--- config.mk ---
export PLATFORM = sky130hd
export DESIGN_NAME = cacheline_adaptor
export DESIGN_NICKNAME = d
export VERILOG_FILES = /design/src/rtl/rv32i_types.sv /design/src/rtl/cacheline_adaptor.sv
export SDC_FILE = /design/constraint.sdc
export NUM_CORES = 1
export LEC_CHECK = 0
export CAP_MARGIN = 20
export CORE_AREA = 2 2 277 279
export DETAILED_ROUTE_END_ITERATION = 10
export DIE_AREA = 0 0 279 281
export PLACE_DENSITY_LB_ADDON = 0.3
export SKIP_LAST_GASP = 1
export SYNTH_ARGS = -nofsm -noshare
export SYNTH_HDL_FRONTEND = slang
export SYNTH_SLANG_ARGS = --single-unit
--- constraint.sdc ---
create_clock -name clk -period 7.1 [get_ports clk]
set_clock_uncertainty 0.05 [all_clocks]
set_input_delay 1.42 -clock clk [delete_from_list [all_inputs] [get_ports clk]]
set_output_delay 1.42 -clock clk [all_outputs]
set_load 0.03 [all_outputs]
--- src/rtl/rv32i_types.sv ---
// rv32i_types -- shared widths, types and FSM encoding for the cache-line
// adaptor that sits between the L2-side arbiter (256-bit lines) and a
// 64-bit burst memory.
//
// Contents:
//   LINE_BITS / BEAT_BITS / BEATS   line geometry (256 = 4 x 64)
//   rv32i_word, rv32i_cache_line    address word and full cache line types
//   adaptor_state_e                 IDLE / READ / WRITE / DONE
//   align_line()                    clears the byte-offset bits of an address
package rv32i_types;

  localparam int LINE_BITS   = 256;
  localparam int BEAT_BITS   = 64;
  localparam int BEATS       = LINE_BITS / BEAT_BITS;
  localparam int CNT_BITS    = $clog2(BEATS);
  localparam int BEAT_SHIFT  = $clog2(BEAT_BITS);
  localparam int OFFSET_BITS = $clog2(LINE_BITS / 8);

  typedef logic [31:0]          rv32i_word;
  typedef logic [LINE_BITS-1:0] rv32i_cache_line;

  typedef enum logic [1:0] {
    ST_IDLE  = 2'd0,
    ST_READ  = 2'd1,
    ST_WRITE = 2'd2,
    ST_DONE  = 2'd3
  } adaptor_state_e;

  // Lines are 32 bytes, so the low five address bits select a byte inside
  // the line and never reach memory.
  function automatic rv32i_word align_line(input rv32i_word addr);
    return {addr[31:OFFSET_BITS], {OFFSET_BITS{1'b0}}};
  endfunction

endpackage

--- src/rtl/cacheline_adaptor.sv ---
// cacheline_adaptor -- converts one 256-bit line read/write request into a
// four-beat 64-bit memory burst, lowest beat first.
//
// Ports:
//   clk, rst_n              clock, synchronous active-low reset
//   line_address  (in 32)   line request address from the arbiter
//   line_wdata    (in 256)  line write data
//   line_read/line_write    line requests, held high until line_resp
//   line_rdata    (out 256) assembled read line
//   line_resp     (out 1)   one-cycle completion pulse
//   burst_address (out 32)  line-aligned memory address (0 when idle)
//   burst_wdata   (out 64)  current write beat
//   burst_read/burst_write  memory burst requests
//   burst_rdata   (in 64)   current read beat
//   burst_resp    (in 1)    memory beat accepted / beat valid strobe
module cacheline_adaptor
  import rv32i_types::*;
(
  input  logic                 clk,
  input  logic                 rst_n,
  input  logic [31:0]          line_address,
  input  logic [LINE_BITS-1:0] line_wdata,
  input  logic                 line_read,
  input  logic                 line_write,
  output logic [LINE_BITS-1:0] line_rdata,
  output logic                 line_resp,
  output logic [31:0]          burst_address,
  output logic [BEAT_BITS-1:0] burst_wdata,
  output logic                 burst_read,
  output logic                 burst_write,
  input  logic [BEAT_BITS-1:0] burst_rdata,
  input  logic                 burst_resp
);

  adaptor_state_e        state_q, state_d;
  logic [CNT_BITS-1:0]   cnt_q, cnt_d;
  logic [31:0]           addr_q, addr_d;
  // One buffer serves both directions: it collects beats during a read and
  // holds the latched write data during a write. A write therefore replaces
  // whatever the previous read left on line_rdata.
  logic [LINE_BITS-1:0]  line_q, line_d;

  // Bit offset of the current beat inside the line: cnt * 64.
  logic [CNT_BITS+BEAT_SHIFT-1:0] beat_lsb;
  logic                           last_beat;

  assign beat_lsb  = {cnt_q, {BEAT_SHIFT{1'b0}}};
  assign last_beat = (cnt_q == CNT_BITS'(BEATS - 1));

  always_comb begin
    state_d = state_q;
    cnt_d   = cnt_q;
    addr_d  = addr_q;
    line_d  = line_q;
    case (state_q)
      ST_IDLE: begin
        // Read has priority if both requests are raised together.
        if (line_read) begin
          addr_d  = align_line(line_address);
          cnt_d   = '0;
          state_d = ST_READ;
        end else if (line_write) begin
          addr_d  = align_line(line_address);
          line_d  = line_wdata;
          cnt_d   = '0;
          state_d = ST_WRITE;
        end
      end
      ST_READ: begin
        if (burst_resp) begin
          line_d[beat_lsb +: BEAT_BITS] = burst_rdata;
          cnt_d = cnt_q + CNT_BITS'(1);
          if (last_beat) state_d = ST_DONE;
        end
      end
      ST_WRITE: begin
        if (burst_resp) begin
          cnt_d = cnt_q + CNT_BITS'(1);
          if (last_beat) state_d = ST_DONE;
        end
      end
      ST_DONE: state_d = ST_IDLE;
      default: state_d = ST_IDLE;
    endcase
  end

  always_ff @(posedge clk) begin
    if (!rst_n) begin
      state_q <= ST_IDLE;
      cnt_q   <= '0;
      addr_q  <= '0;
      line_q  <= '0;
    end else begin
      state_q <= state_d;
      cnt_q   <= cnt_d;
      addr_q  <= addr_d;
      line_q  <= line_d;
    end
  end

  assign line_rdata    = line_q;
  assign line_resp     = (state_q == ST_DONE);
  assign burst_read    = (state_q == ST_READ);
  assign burst_write   = (state_q == ST_WRITE);
  assign burst_address = (burst_read || burst_write) ? addr_q : '0;
  assign burst_wdata   = burst_write ? line_q[beat_lsb +: BEAT_BITS] : '0;

endmodule

# Word level (Yosys, flattened, before mapping)

Cells that the tools add are included.

Bits in registers: 292
Bits in latches: 0
Memory bits (writable): 0
Memory bits (read-only): 0
Input port bits: 357
Output and inout port bits: 355
Logic and storage cells: 47
Memories: 0

Add/sub/neg operators: 2
Multiply operators: 0
Divide/modulo/power cells: 0
$lt $le $gt $ge: 0
Equal/unequal tests: 10
Shifts and indexed selects: 3
Mux-type cells: 18
Bitwise logic cells: 0
Reduce and logical (&&, ||, !) cells: 10

Operators by type and width:

| cell                                                                      | number |
|---|---|
| 256-bit two-way mux                                                       | 3 |
| 256-bit one-hot mux with 2 select lines                                   | 1 |
| 256-bit bitwise mux                                                       | 1 |
| 64-bit by 10-bit variable shift with 256-bit output, first input constant | 1 |
| 256-bit by 9-bit indexed part select with 64-bit output                   | 1 |
| 64-bit by 10-bit indexed part select with 256-bit output                  | 1 |
| 32-bit two-way mux                                                        | 3 |
| 64-bit two-way mux                                                        | 1 |
| 2-bit two-way mux                                                         | 7 |
| 8-bit negation with 10-bit output                                         | 1 |
| 2-bit equality test, second input constant                                | 3 |
| 2-bit by 1-bit inequality test with 1-bit output, second input constant   | 3 |
| 2-bit one-hot mux with 3 select lines                                     | 1 |
| 3-bit AND reduction                                                       | 2 |
| 2-bit nonzero test                                                        | 3 |
| 2-bit inequality test, second input constant                              | 2 |
| 2-bit one-hot mux with 2 select lines                                     | 1 |
| 4-bit AND reduction                                                       | 1 |
| 3-bit inequality test, second input constant                              | 1 |
| 2-bit by 1-bit adder with 2-bit output, second input constant             | 1 |
| 2-bit by 1-bit equality test with 1-bit output, second input constant     | 1 |
| 2-bit zero test                                                           | 1 |
| 2-bit AND reduction                                                       | 1 |
| 2-bit OR reduction                                                        | 1 |
| 1-bit logical OR                                                          | 1 |

# Logic depth before layout (Yosys ltp)

Gate-level depths: netlist (run 1).

Depth after elaboration: 5
Mapped depth: 10
Gate-level depth less buffers: 6

# Worst setup path before layout (run 1)

No wires, ideal clock.

Path type: reg-to-output
Start: register cnt_q[0]
End: output port burst_wdata[23]
Data arrival time: 1.739 ns
Data required time: 5.630 ns
Setup slack: 3.891 ns
Stages on the path, launching flop included: 6
Path buffers: 3
Path through: dfxtp_1 buf_2 buf_4 buf_2 mux4_2 and2_1

Word-level cells in the longest chain between the ends: 2

RTL lines:

| what                                                    | RTL line                 | text |
|---|---|---|
| start: declaration                                      | cacheline_adaptor.sv:36  | `logic [CNT_BITS-1:0] cnt_q, cnt_d;` |
| start signal: assignment                                | cacheline_adaptor.sv:95  | `cnt_q <= cnt_d;` |
| 256-bit by 9-bit indexed part select with 64-bit output | cacheline_adaptor.sv:106 | `assign burst_wdata = burst_write ? line_q[beat_lsb +: BEAT_BITS] : '0;` |
| 64-bit two-way mux                                      | cacheline_adaptor.sv:106 |  |
| end: declaration                                        | cacheline_adaptor.sv:28  | `output logic [BEAT_BITS-1:0] burst_wdata,` |

Every way passes these cells.

# Worst setup path after layout (run 1)

Start: register cnt_q[1]
End: output port burst_wdata[35]

The elaborated chain is that of the path after synthesis.

==> metrics.yaml, run 1 <==
cells_and_area:
  area_growth_pct: 61.9
  antenna_cells: 0
  fin_area_um2: 23300
  fin_util_pct: 30.9
  fin_nets: 2666
  drive_gt1_share_pct: 6.70
timing:
  period_share_pct: 67.6
  final-hold-violation-count: 0
  setup_ws_ns: 2.30
  slew_violations: 0
  relSlewSlack_pct: 21.6
  post-route-min-period_ns: 4.80
  fmax_mhz: 208
  tns_ns: 0
  rsz0062_at_grt: "no"
  setup_viol: 0
  hold-worst-slack_ns: 0.409
  tightest_slew_ns: 1.18
yosys:
  ys_seq_area_share_pct: 39.9
  avgSynthCellArea_um2: 8.37
  ys_types: 35
  ys_warn_count: 0
  synth_top_area_cell: "dfxtp_1"
  synth_edf_count: 0
  synth.most_common_cell: "nand2_1"
  synth_commonest_cells: "509 x nand2_1, 287 x dfxtp_1, 192 x a31oi_1"
  synthCells: 1722
  ys_top_cells_by_area: "dfxtp_1 40%, nand2_1 13%, mux4_2 10%"
  yosysTopAreaCellShare_pct: 39.9
  syn_area_um2: 14400
  synth-async-reset-ratio_pct: 0
  synth-main-ff-cell: "dfxtp_1"
  ys_ff_latch: 287
global_route:
  grt_pass1_wl_um: 107000
  track_usage_pct: 18.0
  grt_max_degree: 151
  grt.overflow.total: 0
  grt_pass1_vias: 16145
  grt_antenna_before_repair: 5
floorplan:
  die-area_um2: 78400
  die_x_um: 279
  ios: 712
  rows: 101
  initial_core_util_pct: 19.1
  die_height_um: 281
  core_um2: 75400
min_path:
  hold_depth: 2
  hp-start: "addr_q[13]"
  hold_end: "addr_q[13]"
  min_path_type: "reg -> reg"
placed_design:
  hpwl_um: 50000
  port-buffer-count: 701
  gp_congestion: 0.858
  placed_area_um2: 22100
  dp_slack_ns: 2.70
setup_path:
  required_ns: 5.63
  reg2regPathDepth: 8
  worstSetupPathType: "reg -> out"
  cp_data_arrival_time_ns: 3.33
  rr_endpoint: "line_rdata[193]"
  rrSetupSlack_ns: 2.78
  reg2reg_from: "cnt_q[1]"
  crit_fanout: 34
  crit_path_end_kind: "output port"
  cp-start-kind: "flop"
  crit_start: "cnt_q[1]"
power_and_ir_drop:
  max-vdd-ir-drop_uv: 221
  p_leak_nw: 8.89
  cellPowerDensity_nw_per_um2: 412
clocking:
  postCtsHoldBufs: 0
  cts_resized: 0
  cts_buffers: 37
  clockBufferDepth: 3
  clock_latency_ns: 0.54
  cts_setup_buffers: 0
  clk_pin_slew_ns: 0.06
  htreeDepth: 2
  numClockSinks: 287
  root_buffer: "clkbuf_16"
  cts_tree: "done"
flow_run:
  drv_cap: 0
drt:
  wl_per_cell_um: 22.5
  initialDrtViolationCount: 1123
  ant_nets: 0
  vias: 16121
  route.detailed.drc: 0
  wl_um: 74300
  drt_first_pass_iters: 7
  vias_per_cell: 4.88
status:
  outcome: "finished, final reports clean"
## sequential cells by signal (all words and copies together), names as in the netlist
signal	flops
state_q	2
addr_q	27
line_rdata	256
cnt_q	2
## metrics by stage
stage	std cells	power, W
final	3306	0.00962
after global routing	3306	0.0101
after CTS	3305	0.00972
after detailed placement	3238	0.00772
after global placement	3238	0.00767
after floorplan	1726	0.00554
## worst max-delay path, stage by stage (launching register included)
cell and delay, ns:
dfxtp_4 0.83, buf_4 0.63, mux4_2 0.42, and2_1 0.17, clkdlybuf4s50_1 0.59
## layout make-up
type / count / area (µm²)
fillers: 7906 / 52100
multi-input cells: 1248 / 7880
repair buffers: 721 / 7210
flip-flops and latches: 287 / 5750
well taps: 978 / 1220
clock buffers: 56 / 1120
clock inverters: 11 / 115
inverters: 5 / 26.3
## report_power, final
group	switching (W)	internal, W
registers	0.000513	0.00214
logic	0.00310	0.00193
clock network	0.000774	0.00116
total	0.00438	0.00524
## cells by family (layout without fill, tap and decap cells)
kind of cell | count (synthesis) | after routing | synth area share (%)
compound gates | 548 | 548 | 25.1
fa+ha+maj | 9 | 9 | 0.781
buf+inv | 191 | 793 | 5.84
flops | 287 | 287 | 39.9
mux | 67 | 67 | 10.2
other cells | 1 | 5 | 0.0260
simple gates | 619 | 619 | 18.1
## cells in the final DEF (no fill, tap or decap), drive strengths merged, types with 3 or more instances in the layout
master	count
clkbuf	56
o21ai	193
ha	9
buf	21
a22oi	4
clkdlybuf4s50	700
a21boi	27
clkinv	6
mux2i	3
dfxtp	287
nor2b	5
and2	93
a31oi	192
inv	7
nand2	509
a32oi	63
conb	5
mux4	64
o211a	64
## how the worst max path moves through the flow
stage | to | cells past startpoint
2_1_floorplan | burst_wdata[23] | 5
6_report | burst_wdata[35] | 4
3_3_place_gp | line_rdata[45] | 7
5_1_grt | burst_wdata[19] | 4
3_5_place_dp | line_rdata[2] | 7
4_1_cts | burst_wdata[19] | 4
## routing by layer
metal / up-vias / global-route usage, % / share of wire (%)
met5: - / 0 / 0.077
met4: 8 / 6.48 / 2.9
met3: 141 / 4.49 / 7.9
met2: 756 / 31.9 / 50
met1: 7868 / 20.9 / 39
li1: 7348 / - / -
Power figures use the tool's default switching activity.
==> inputs of run 2 (changes only) <==
- CORE_AREA: 2 2 277 279 -> 2 2 279 281
- DIE_AREA: 0 0 279 281 -> 0 0 281 283
- clock period: 7.1 -> 4.82 ns (I/O delays scaled with it)
==> metrics.yaml, run 2 (synthesis gave the netlist of run 1 again) <==
global_route:
  grt_use_met3_pct: 4.00
  use_met1_pct: 20.5
  gr-max-usage-layer: "met2"
  grt.met2_usage_pct: 29.5
  grt_pass1_vias: 16194
  grt.overflow.total: 0
  grt_max_degree: 131
  grt_pass1_wl_um: 106000
  track_usage_pct: 17.3
  grt_antenna_before_repair: 7
flow_run:
  drv_cap: 0
cells_and_area:
  fin_nets: 2671
  mostFrequentLayoutCell: "clkdlybuf4s50_1"
  seq_area_um2: 5750
  fin_util_pct: 30.5
  drive_gt1_share_pct: 6.62
  final_cell_mix: "700 x clkdlybuf4s50_1, 509 x nand2_1, 285 x dfxtp_1"
  area_growth_pct: 62.2
  nFillCells: 8051
  largest_reg_flops: 256
  multi_input_area_um2: 7880
placed_design:
  hpwl_um: 49400
  gp_congestion: 0.863
  port-buffer-count: 701
  dp_slack_ns: 1.14
drt:
  ant_nets: 0
  drt_first_pass_iters: 5
  wl_um: 71700
  vias_per_cell: 4.78
  vias: 16105
  initialDrtViolationCount: 998
  wl_per_cell_um: 21.3
  route.detailed.drc: 0
power_and_ir_drop:
  p_int_w: 0.00761
  power_frac_comb_pct: 53.0
  cellPowerDensity_nw_per_um2: 598
  pwr-share-clk_pct: 19.0
  p_leak_nw: 8.87
  power_w: 0.0140
  swShare_pct: 45.6
  power_frac_seq_pct: 27.9
  p_sw_w: 0.00637
  max-vdd-ir-drop_uv: 522
clocking:
  clockBufferDepth: 3
  cts_resized: 0
  postCtsHoldBufs: 0
  clk_pin_slew_ns: 0.05
  root_buffer: "clkbuf_16"
  htreeDepth: 2
  cts_tree: "done"
  clock_latency_ns: 0.53
  numClockSinks: 287
  cts_setup_buffers: 0
  cts_buffers: 37
setup_path:
  crit_fanout: 35
  required_ns: 3.81
  reg2regPathDepth: 6
  cp-start-kind: "flop"
  cp_slowest_stage_delay_ns: 0.95
  cp_cell_sequence: "buf_12 -> mux4_2 -> and2_1 -> clkdlybuf4s50_1"
  rrSetupSlack_ns: 1.33
  cp_data_arrival_time_ns: 3.16
  slowest_stage: "dfxtp_4"
  crit_path_end_kind: "output port"
  worstSetupPathType: "reg -> out"
floorplan:
  initial_core_util_pct: 18.8
  die-area_um2: 79500
  die_height_um: 283
  rows: 102
  die_x_um: 281
  ios: 712
  core_um2: 76700
timing:
  post-route-min-period_ns: 4.17
  fmax_mhz: 240
  slew_violations: 0
  tns_ns: 0
  setup_ws_ns: 0.645
  final-hold-violation-count: 0
  tightest_slew_ns: 1.12
  setup_viol: 0
  period_share_pct: 86.6
  relSlewSlack_pct: 25.0
  rsz0062_at_grt: "no"
min_path:
  hold_depth: 2
  min_path_type: "reg -> reg"
status:
  outcome: "finished, final reports clean"
-- run 2: path summary, 6_finish.rpt --
check | to | from
worst min register to register | addr_q[25] | addr_q[25]
worst max-delay path | burst_wdata[18] | cnt_q[0]
worst max register to register | line_rdata[144] | cnt_q[0]
worst min-delay path | addr_q[25] | addr_q[25]
-- run 2: layout make-up --
class | instances | area share (%)
Antenna cell | 4 | 0.0428
Clock buffer | 58 | 4.77
Clock inverter | 3 | 0.0642
Inverter | 5 | 0.112
Multi-Input combinational cell | 1248 | 33.7
Sequential cell | 287 | 24.6
Tap cell | 1040 | 5.57
Timing Repair Buffer | 726 | 31.1
-- run 2: metrics by stage --
step | hold WS (ns) | cell area (µm²) | instances
floorplan | 0.389 | 14400 | 1726
global placement | 0.396 | 22200 | 3306
detailed placement | 0.404 | 22200 | 3306
CTS | 0.411 | 23400 | 3367
global route | 0.424 | 23400 | 3371
finish | 0.407 | 23400 | 3371
-- run 2: per-layer routing --
| metal | up-vias | share of wire [%] |
|---|---|---|
| met5 | - | 0.017 |
| met4 | 2 | 4.0 |
| met3 | 151 | 8.1 |
| met2 | 790 | 49 |
| met1 | 7803 | 39 |
| li1 | 7359 | - |
-- run 2: critical path, delay by kind of cell, from the launching register on --
kind                   cells  cell delay (ns)
multiplexers               1             0.52
flip-flops                 1             0.95
buffers and inverters      2             0.95
AND/OR/NAND/NOR            1             0.17
-- run 2: power by group through the flow --
stage / Clock (W) / Combinational [W] / Sequential (W)
after global routing: 0.00283 / 0.00790 / 0.00400
after detailed placement: 0 / 0.00746 / 0.00394
after CTS: 0.00275 / 0.00748 / 0.00391
final: 0.00266 / 0.00742 / 0.00391
after global placement: 0 / 0.00738 / 0.00391
after floorplan: 0 / 0.00317 / 0.00500
==> inputs of run 3 (changes only) <==
- CELL_PAD_IN_SITES_DETAIL_PLACEMENT: not set -> 1
- CELL_PAD_IN_SITES_GLOBAL_PLACEMENT: not set -> 1
- CORE_AREA: 2 2 279 281 -> 2 2 278 280
- DIE_AREA: 0 0 281 283 -> 0 0 280 282
==> metrics.yaml, run 3 (synthesis gave the netlist of run 1 again) <==
setup_path:
  rrSetupSlack_ns: 1.28
  crit_cells: 4
  required_ns: 3.81
  crit_path_end_kind: "output port"
  cp_num_buf_inv: 2
  reg2reg_from: "cnt_q[0]"
  cp_data_arrival_time_ns: 3.15
  cp_cell_sequence: "buf_4 -> mux4_2 -> and2_1 -> clkdlybuf4s50_1"
  rr_endpoint: "line_rdata[98]"
  cp_top_family: "flip-flops"
  cp-start-kind: "flop"
  cp_slowest_stage_delay_ns: 0.97
  worstSetupPathType: "reg -> out"
  slowest_stage: "dfxtp_4"
  crit_fanout: 34
  reg2regPathDepth: 7
cells_and_area:
  drive_gt1_share_pct: 7.11
  fin_util_pct: 31.1
  fin_area_um2: 23600
  mostFrequentLayoutCell: "clkdlybuf4s50_1"
  area_growth_pct: 63.6
  final_cell_mix: "700 x clkdlybuf4s50_1, 509 x nand2_1, 285 x dfxtp_1"
  fin_nets: 2676
  largest_reg_flops: 256
clocking:
  cts_buffers: 39
  clk_pin_slew_ns: 0.06
  clock_latency_ns: 0.54
  cts_tree: "done"
  clockBufferDepth: 3
  root_buffer: "clkbuf_16"
  cts_resized: 0
  numClockSinks: 287
  htreeDepth: 2
  postCtsHoldBufs: 0
  cts_setup_buffers: 0
drt:
  vias_per_cell: 4.87
  wl_per_cell_um: 23.9
  initialDrtViolationCount: 932
  wl_um: 79400
  ant_nets: 0
  drt_first_pass_iters: 5
  route.detailed.drc: 0
  vias: 16185
min_path:
  hold_end: "addr_q[28]"
  min_path_type: "reg -> reg"
  hold_depth: 2
  hp-start: "addr_q[28]"
power_and_ir_drop:
  cellPowerDensity_nw_per_um2: 616
  max-vdd-ir-drop_uv: 441
  p_leak_nw: 8.98
timing:
  rsz0062_at_grt: "no"
  tns_ns: 0
  fmax_mhz: 240
  post-route-min-period_ns: 4.16
  period_share_pct: 86.3
  final-hold-violation-count: 0
  tightest_slew_ns: 1.02
  slew_violations: 0
  relSlewSlack_pct: 31.8
  setup_viol: 0
global_route:
  grt_pass1_vias: 16861
  use_met1_pct: 22.1
  grt_antenna_before_repair: 13
  grt_pass1_wl_um: 114000
  gr-max-usage-layer: "met2"
  grt.overflow.total: 0
  track_usage_pct: 19.1
  grt_use_met3_pct: 5.42
  grt.met2_usage_pct: 33.5
  grt_max_degree: 136
placed_design:
  port-buffer-count: 701
  hpwl_um: 54500
  gp_congestion: 0.846
  placed_area_um2: 22300
status:
  outcome: "finished, final reports clean"
floorplan:
  die_x_um: 280
  ios: 712
  rows: 101
  initial_core_util_pct: 19.0
  core_um2: 75700
  die-area_um2: 79000
  die_height_um: 282
flow_run:
  drv_cap: 0
[run 3: cell types whose count changed in the layout (fill, tap and decap cells not counted)]
cell	change
buf_12	+6
buf_4	-3
bufinv_16	+3
clkbuf_1	-3
clkbuf_16	+4
clkbuf_8	-4
clkinv_2	+2
clkinv_4	+2
clkinvlp_4	+2
diode_2	+3
[run 3: routing by layer]
layer,part of all wire (%),up-vias
li1,-,7380
met1,40,8059
met2,50,612
met3,7.5,126
met4,3.0,8
met5,0.067,-
[run 3: worst max-delay path by stage]
stage	start	endpoint	slack [ns]
final	cnt_q[0]	burst_wdata[21]	0.66
after global routing	cnt_q[0]	burst_wdata[21]	0.52
after CTS	cnt_q[0]	burst_wdata[21]	0.56
after detailed placement	cnt_q[0]	burst_wdata[21]	1.19
after global placement	cnt_q[0]	burst_wdata[38]	1.19
after floorplan	cnt_q[0]	burst_wdata[23]	2.07
[run 3: metrics by stage]
step	setup WS, ns	power, W	hold slack, ns	instances
6_report	0.659	0.0145	0.413	3321
2_1_floorplan	2.07	0.00817	0.389	1726
5_1_grt	0.522	0.0153	0.442	3320
4_1_cts	0.563	0.0147	0.416	3314
3_3_place_gp	1.19	0.0115	0.398	3247
3_5_place_dp	1.19	0.0116	0.408	3247
[run 3: worst reg2reg max path: stages (launching register included)]
cell	delay, ns
dfxtp_4	0.97
inv_1	0.31
ha_1	0.51
nor2b_1	0.23
and4_4	0.69
buf_12	0.31
nand2_1	0.18
a31oi_1	0.20
[run 3: power by group]
group          internal [W]  switching (W)
Combinational       0.00292        0.00463
Clock               0.00182        0.00118
Sequential          0.00316       0.000811
[run 3: cell type report]
cell class | instances | area, µm²
diodes | 7 | 17.5
clock buffers | 55 | 1150
clock inverters | 12 | 148
fillers | 8742 | 52100
inverters | 5 | 26.3
multi-input cells | 1248 | 7880
flip-flops and latches | 287 | 5750
well taps | 978 | 1220
repair buffers | 729 | 7380
